===== src/rtl/weight_mac_sequencer.sv =====
// Weight BRAM controller for one neuron: streams a weight vector into the BRAM
// (load mode) or accumulates the signed dot product with the input BRAM (compute mode).
module weight_mac_sequencer #(
    parameter int DEPTH = 28,
    parameter int AW    = 5,
    parameter int DW    = 16,
    parameter int ACCW  = 37
) (
    input  logic            CLK,
    input  logic            RST_N,
    input  logic            START,
    input  logic            LOAD,
    input  logic [DW-1:0]   LD_DATA,
    input  logic            LD_VALID,
    output logic [AW-1:0]   W_ADDR,
    output logic            W_EN,
    output logic            W_WE,
    output logic [DW-1:0]   W_DI,
    input  logic [DW-1:0]   W_DO,
    output logic [AW-1:0]   X_ADDR,
    output logic            X_EN,
    input  logic [DW-1:0]   X_DO,
    output logic            BUSY,
    output logic            DONE,
    output logic            LOAD_DONE,
    output logic [ACCW-1:0] ACC_OUT
);

    typedef enum logic [1:0] {
        IDLE  = 2'd0,
        RUN   = 2'd1,
        DRAIN = 2'd2,
        WRITE = 2'd3
    } state_t;

    localparam logic [AW-1:0] LAST_ADDR     = AW'(DEPTH - 1);
    localparam logic [AW-1:0] PRE_LAST_ADDR = AW'(DEPTH - 2);

    state_t            state_r;
    logic [AW-1:0]     w_addr_r;
    logic [AW-1:0]     x_addr_r;
    logic [AW-1:0]     ptr_r;
    logic              w_en_r;
    logic              w_we_r;
    logic              x_en_r;
    logic [DW-1:0]     w_di_r;
    logic              busy_r;
    logic              done_r;
    logic              load_done_r;
    logic [ACCW-1:0]   acc_r;
    logic [ACCW-1:0]   acc_out_r;
    logic [ACCW-1:0]   acc_next_s;

    // Full-precision signed product, sign-extended to the accumulator width.
    function automatic logic [ACCW-1:0] sext_product(input logic [DW-1:0] a, input logic [DW-1:0] b);
        logic signed [2*DW-1:0] p;
        p = $signed(a) * $signed(b);
        return {{(ACCW - 2*DW){p[2*DW-1]}}, p};
    endfunction

    // Running sum including the product the BRAMs presented at the last negedge.
    always_comb begin
        acc_next_s = acc_r + sext_product(W_DO, X_DO);
    end

    // Controller FSM with all outputs registered.
    always_ff @(posedge CLK or negedge RST_N) begin
        if (!RST_N) begin
            state_r     <= IDLE;
            w_addr_r    <= '0;
            x_addr_r    <= '0;
            ptr_r       <= '0;
            w_en_r      <= 1'b0;
            w_we_r      <= 1'b0;
            x_en_r      <= 1'b0;
            w_di_r      <= '0;
            busy_r      <= 1'b0;
            done_r      <= 1'b0;
            load_done_r <= 1'b0;
            acc_r       <= '0;
            acc_out_r   <= '0;
        end else begin
            done_r      <= 1'b0;
            load_done_r <= 1'b0;
            case (state_r)
                IDLE: begin
                    w_we_r <= 1'b0;
                    if (START) begin
                        state_r  <= RUN;
                        busy_r   <= 1'b1;
                        w_addr_r <= '0;
                        x_addr_r <= '0;
                        w_en_r   <= 1'b1;
                        x_en_r   <= 1'b1;
                        acc_r    <= '0;
                    end else if (LOAD) begin
                        state_r <= WRITE;
                        busy_r  <= 1'b1;
                        ptr_r   <= '0;
                        w_en_r  <= 1'b0;
                        x_en_r  <= 1'b0;
                    end else begin
                        w_en_r <= 1'b0;
                        x_en_r <= 1'b0;
                    end
                end
                // Address k is issued while the product of address k-1 is accumulated.
                RUN: begin
                    acc_r    <= acc_next_s;
                    w_addr_r <= x_addr_r + AW'(1);
                    x_addr_r <= x_addr_r + AW'(1);
                    if (x_addr_r == PRE_LAST_ADDR) begin
                        state_r <= DRAIN;
                    end
                end
                DRAIN: begin
                    acc_r     <= acc_next_s;
                    acc_out_r <= acc_next_s;
                    done_r    <= 1'b1;
                    w_en_r    <= 1'b0;
                    x_en_r    <= 1'b0;
                    busy_r    <= 1'b0;
                    state_r   <= IDLE;
                end
                // LOAD_DONE being high marks the cycle after the final word was accepted.
                WRITE: begin
                    if (load_done_r) begin
                        w_en_r  <= 1'b0;
                        w_we_r  <= 1'b0;
                        busy_r  <= 1'b0;
                        state_r <= IDLE;
                    end else if (LD_VALID) begin
                        w_addr_r <= ptr_r;
                        w_di_r   <= LD_DATA;
                        w_en_r   <= 1'b1;
                        w_we_r   <= 1'b1;
                        if (ptr_r == LAST_ADDR) begin
                            load_done_r <= 1'b1;
                        end else begin
                            ptr_r <= ptr_r + AW'(1);
                        end
                    end else begin
                        w_en_r <= 1'b0;
                        w_we_r <= 1'b0;
                    end
                end
                default: begin
                    state_r <= IDLE;
                    w_en_r  <= 1'b0;
                    w_we_r  <= 1'b0;
                    x_en_r  <= 1'b0;
                    busy_r  <= 1'b0;
                end
            endcase
        end
    end

    assign W_ADDR    = w_addr_r;
    assign W_EN      = w_en_r;
    assign W_WE      = w_we_r;
    assign W_DI      = w_di_r;
    assign X_ADDR    = x_addr_r;
    assign X_EN      = x_en_r;
    assign BUSY      = busy_r;
    assign DONE      = done_r;
    assign LOAD_DONE = load_done_r;
    assign ACC_OUT   = acc_out_r;

endmodule


===== config.mk =====
export PLATFORM = sky130hd
export DESIGN_NAME = weight_mac_sequencer
export DESIGN_NICKNAME = d
export VERILOG_FILES = /design/src/rtl/weight_mac_sequencer.sv
export SDC_FILE = /design/constraint.sdc
export NUM_CORES = 1
export LEC_CHECK = 0
export CORE_UTILIZATION = 40
export CTS_BUF_LIST = sky130_fd_sc_hd__clkbuf_16
export DETAILED_ROUTE_END_ITERATION = 6
export PLACE_DENSITY = 0.68
export SLEW_MARGIN = 20
export SYNTH_ARGS = -nofsm -noshare
export SYNTH_HDL_FRONTEND = slang
export SYNTH_SLANG_ARGS = --single-unit
export TNS_END_PERCENT = 50

===== constraint.sdc =====
create_clock -name CLK -period 3.6 [get_ports CLK]
set_clock_uncertainty 0.1 [all_clocks]
set_input_delay 0.54 -clock CLK [delete_from_list [all_inputs] [get_ports CLK]]
set_output_delay 0.54 -clock CLK [all_outputs]
set_load 0.005 [all_outputs]

==> impl_metrics.env <==
export IMPL_whs_ps=52.80
export IMPL_final_area_mm2=0.02207
export IMPL_ioPinCount=122
export IMPL_worstMarginPinSlew_ps=895.9
export IMPL_via_per_inst=5.028
export IMPL_fin_crit_ps=7747
export IMPL_r2r_setup_slack_ps=430
export IMPL_status="finished, violations left"
export IMPL_setup_violations=66
export IMPL_cp_slowest_cell="fa_2"
export IMPL_cts_hold_buf=0
export IMPL_grt_max_degree=51
export IMPL_finalHoldViolCount=0
export IMPL_finalWirelength_um=42620
export IMPL_drv_cap=0
export IMPL_die_x_um=202.2
export IMPL_layout_drive_gt1_share=0.3210
export IMPL_fmax_mhz=129.1
export IMPL_clk_latency_ps=420
export IMPL_cts_buffers=17
export IMPL_critPathMaxStageDelay_ps=590
export IMPL_die_area_mm2=0.04089
export IMPL_first_global_vias=14560
export IMPL_fillCellCount=3300
export IMPL_dp_hpwl_um=33640
export IMPL_synth_edf_count=0
export IMPL_num_nets_final=2518
export IMPL_violations="setup timing"
export IMPL_fp_coreArea_mm2=0.03910
export IMPL_synth_area_per_cell_um2=9.682
export IMPL_ys_types=57
export IMPL_clock_sinks=113
export IMPL_grt_use_total=0.2189
export IMPL_setup_slack_ps=-4147
export IMPL_drtPass1Iterations=5
export IMPL_cp_required_ps=3840
export IMPL_placed_area_mm2=0.02010
export IMPL_cp_arrival_ps=7990
export IMPL_drv_slew=0
export IMPL_syn_num_nets=2100
export IMPL_cpMostUsedCell="fa_1"
export IMPL_ant_nets=0
export IMPL_wl_per_cell_um=16.36
export IMPL_rows=72
export IMPL_synth_area_mm2=0.01603
export IMPL_r2r_start="acc_r[8]"
export IMPL_final_common_cell="buf_4"
export IMPL_drc=0
export IMPL_numPortBuffers=121
export IMPL_routabilityCongestion=0.9139
export IMPL_synth_ff_latch_count=113
export IMPL_setup_worst_path_end="acc_r[35]"
export IMPL_mostFrequentLayoutCells="buf_4 (297), inv_1 (280), fa_1 (244), nand2_1 (142), dfrtp_1 (113)"
export IMPL_grt_overflow=0
export IMPL_r2r_cells=11
export IMPL_ys_flop_type="dfrtp_1"
export IMPL_clockBufferDepth=2
export IMPL_dr_first_iter_drc_count=749
export IMPL_via_count=13100
export IMPL_die_h_um=202.2
export IMPL_rsz0062_at_grt="yes"
export IMPL_crit_fanout=4
export IMPL_start_kind="input port"
export IMPL_slew_limit_headroom=0.4009
export IMPL_grt_pass1_wl_um=72510
export IMPL_yosys_warnings=0
export IMPL_tritoncts="done"
export IMPL_yosysSeqAreaShare=0.1764
export IMPL_tns_ps=-202210
export IMPL_r2r_end="acc_r[35]"
export IMPL_initial_core_util=0.4101
export IMPL_root_buffer="clkbuf_16"
export IMPL_worstSetupStartpoint="W_DO[8]"
export IMPL_clkSlewWorstSetupHoldPaths_ps=60
export IMPL_worstSetupPathType="in2reg"
export IMPL_syn_inst=1656
export IMPL_h_tree_depth=4
export IMPL_antenna_found_initial=0
export IMPL_n_antenna_cell=0
export IMPL_hp_class="in2async"
export IMPL_fin_crit_sh=2.152
export IMPL_async_reset_ff_frac=1.000
export IMPL_pre_cts_slack_ps=-5097
export IMPL_synthToLayoutAreaGrowth_pct=37.69
export IMPL_end_kind="register"
-- final cells by class --
type	instances	area [um2]	area share
clock inverters	15	198.9	0.009012
inverters	305	1147	0.05198
multi-input cells	1187	13080	0.5926
repair buffers	450	3745	0.1696
clock buffers	17	425.4	0.01927
well taps	518	648.1	0.02936
flip-flops and latches	113	2828	0.1281
-- sequential cells by signal (all words and copies together) (netlist names), 2 cells and up --
| register | flops |
|---|---|
| W_DI | 16 |
| W_ADDR | 5 |
| state_r | 2 |
| ptr_r | 5 |
| acc_r | 37 |
| X_ADDR | 5 |
| ACC_OUT | 37 |
-- worst min-delay path by stage --
stage,end,depth (start not counted)
5_1_grt,ACC_OUT[33],1
3_3_place_gp,W_WE,2
3_5_place_dp,acc_r[34],2
2_1_floorplan,ACC_OUT[0],0
6_report,ACC_OUT[33],1
4_1_cts,ACC_OUT[33],1
-- through the flow --
step,cells,utilization
3_5_place_dp,2524,0.5141
3_3_place_gp,2524,0.5141
5_1_grt,2605,0.5646
4_1_cts,2592,0.5509
2_1_floorplan,1656,-
6_report,2605,0.5646
-- critical path, delay by kind of cell --
| family | cells | cell delay [ps] |
|---|---|---|
| buffers and inverters | 8 | 700 |
| multiplexers | 1 | 200 |
| AO/OA/AOI/OAI | 12 | 2260 |
| AND/OR/NAND/NOR | 4 | 700 |
| adder cells (fa/ha/maj) | 8 | 3440 |
| XOR/XNOR | 1 | 130 |
-- logic make-up after synthesis --
family | synth area share
fa+ha+maj | 0.4283
xor+xnor | 0.03832
simple gates | 0.1307
mux | 0.03652
buf+inv | 0.08335
flops | 0.1764
compound gates | 0.1064
-- synthesized netlist by cell type (2+ instances only) --
cell type,instances,area share
a22o_1,35,0.019
a21oi_1,66,0.021
o31ai_1,4,0.0019
mux2i_1,3,0.0019
o21bai_1,6,0.0028
o211ai_1,3,0.0014
a31oi_1,5,0.0020
xnor2_2,3,0.0030
clkbuf_1,50,0.012
and3_4,2,0.0014
a22oi_1,5,0.0023
ha_1,128,0.10
nor2b_1,12,0.0047
a211oi_1,11,0.0052
nand2b_1,12,0.0047
a31o_1,3,0.0016
o21ai_1,7,0.0022
inv_1,305,0.071
and4_1,2,0.0011
a211o_1,5,0.0027
nand3_1,11,0.0034
o21ai_0,37,0.012
xor2_1,20,0.011
nor2_1,72,0.017
and2_1,128,0.050
nor4_1,3,0.0012
xnor2_1,42,0.023
dfrtp_1,113,0.18
o21a_1,13,0.0061
or3_1,5,0.0020
nor3_1,8,0.0025
mux2_2,48,0.034
fa_1,263,0.33
a21boi_0,3,0.0014
nand3b_1,2,0.00094
o22ai_1,3,0.0012
nand2_1,153,0.036
a31o_2,3,0.0016
a21o_1,32,0.015
and3_1,8,0.0031
nand4_1,6,0.0023
-- routing by layer --
metal | wire length, um | up-vias | track usage
li1 | - | 6073 | -
met1 | 18280 | 6617 | 0.2897
met2 | 21310 | 332 | 0.3794
met3 | 2147 | 77 | 0.02806
met4 | 881 | 0 | 0.05397
met5 | 0 | - | 0
-- timing repair --
action                     CTS  global route
cloned                       1             0
gates resized for setup    264           135
setup endpoints to repair   67            66
pin swaps                  116            86
buffers inserted            40            16
Power is left out: the tool's default activity adds up to more than one toggle a clock period on the data nets, which glitch-free logic cannot reach.
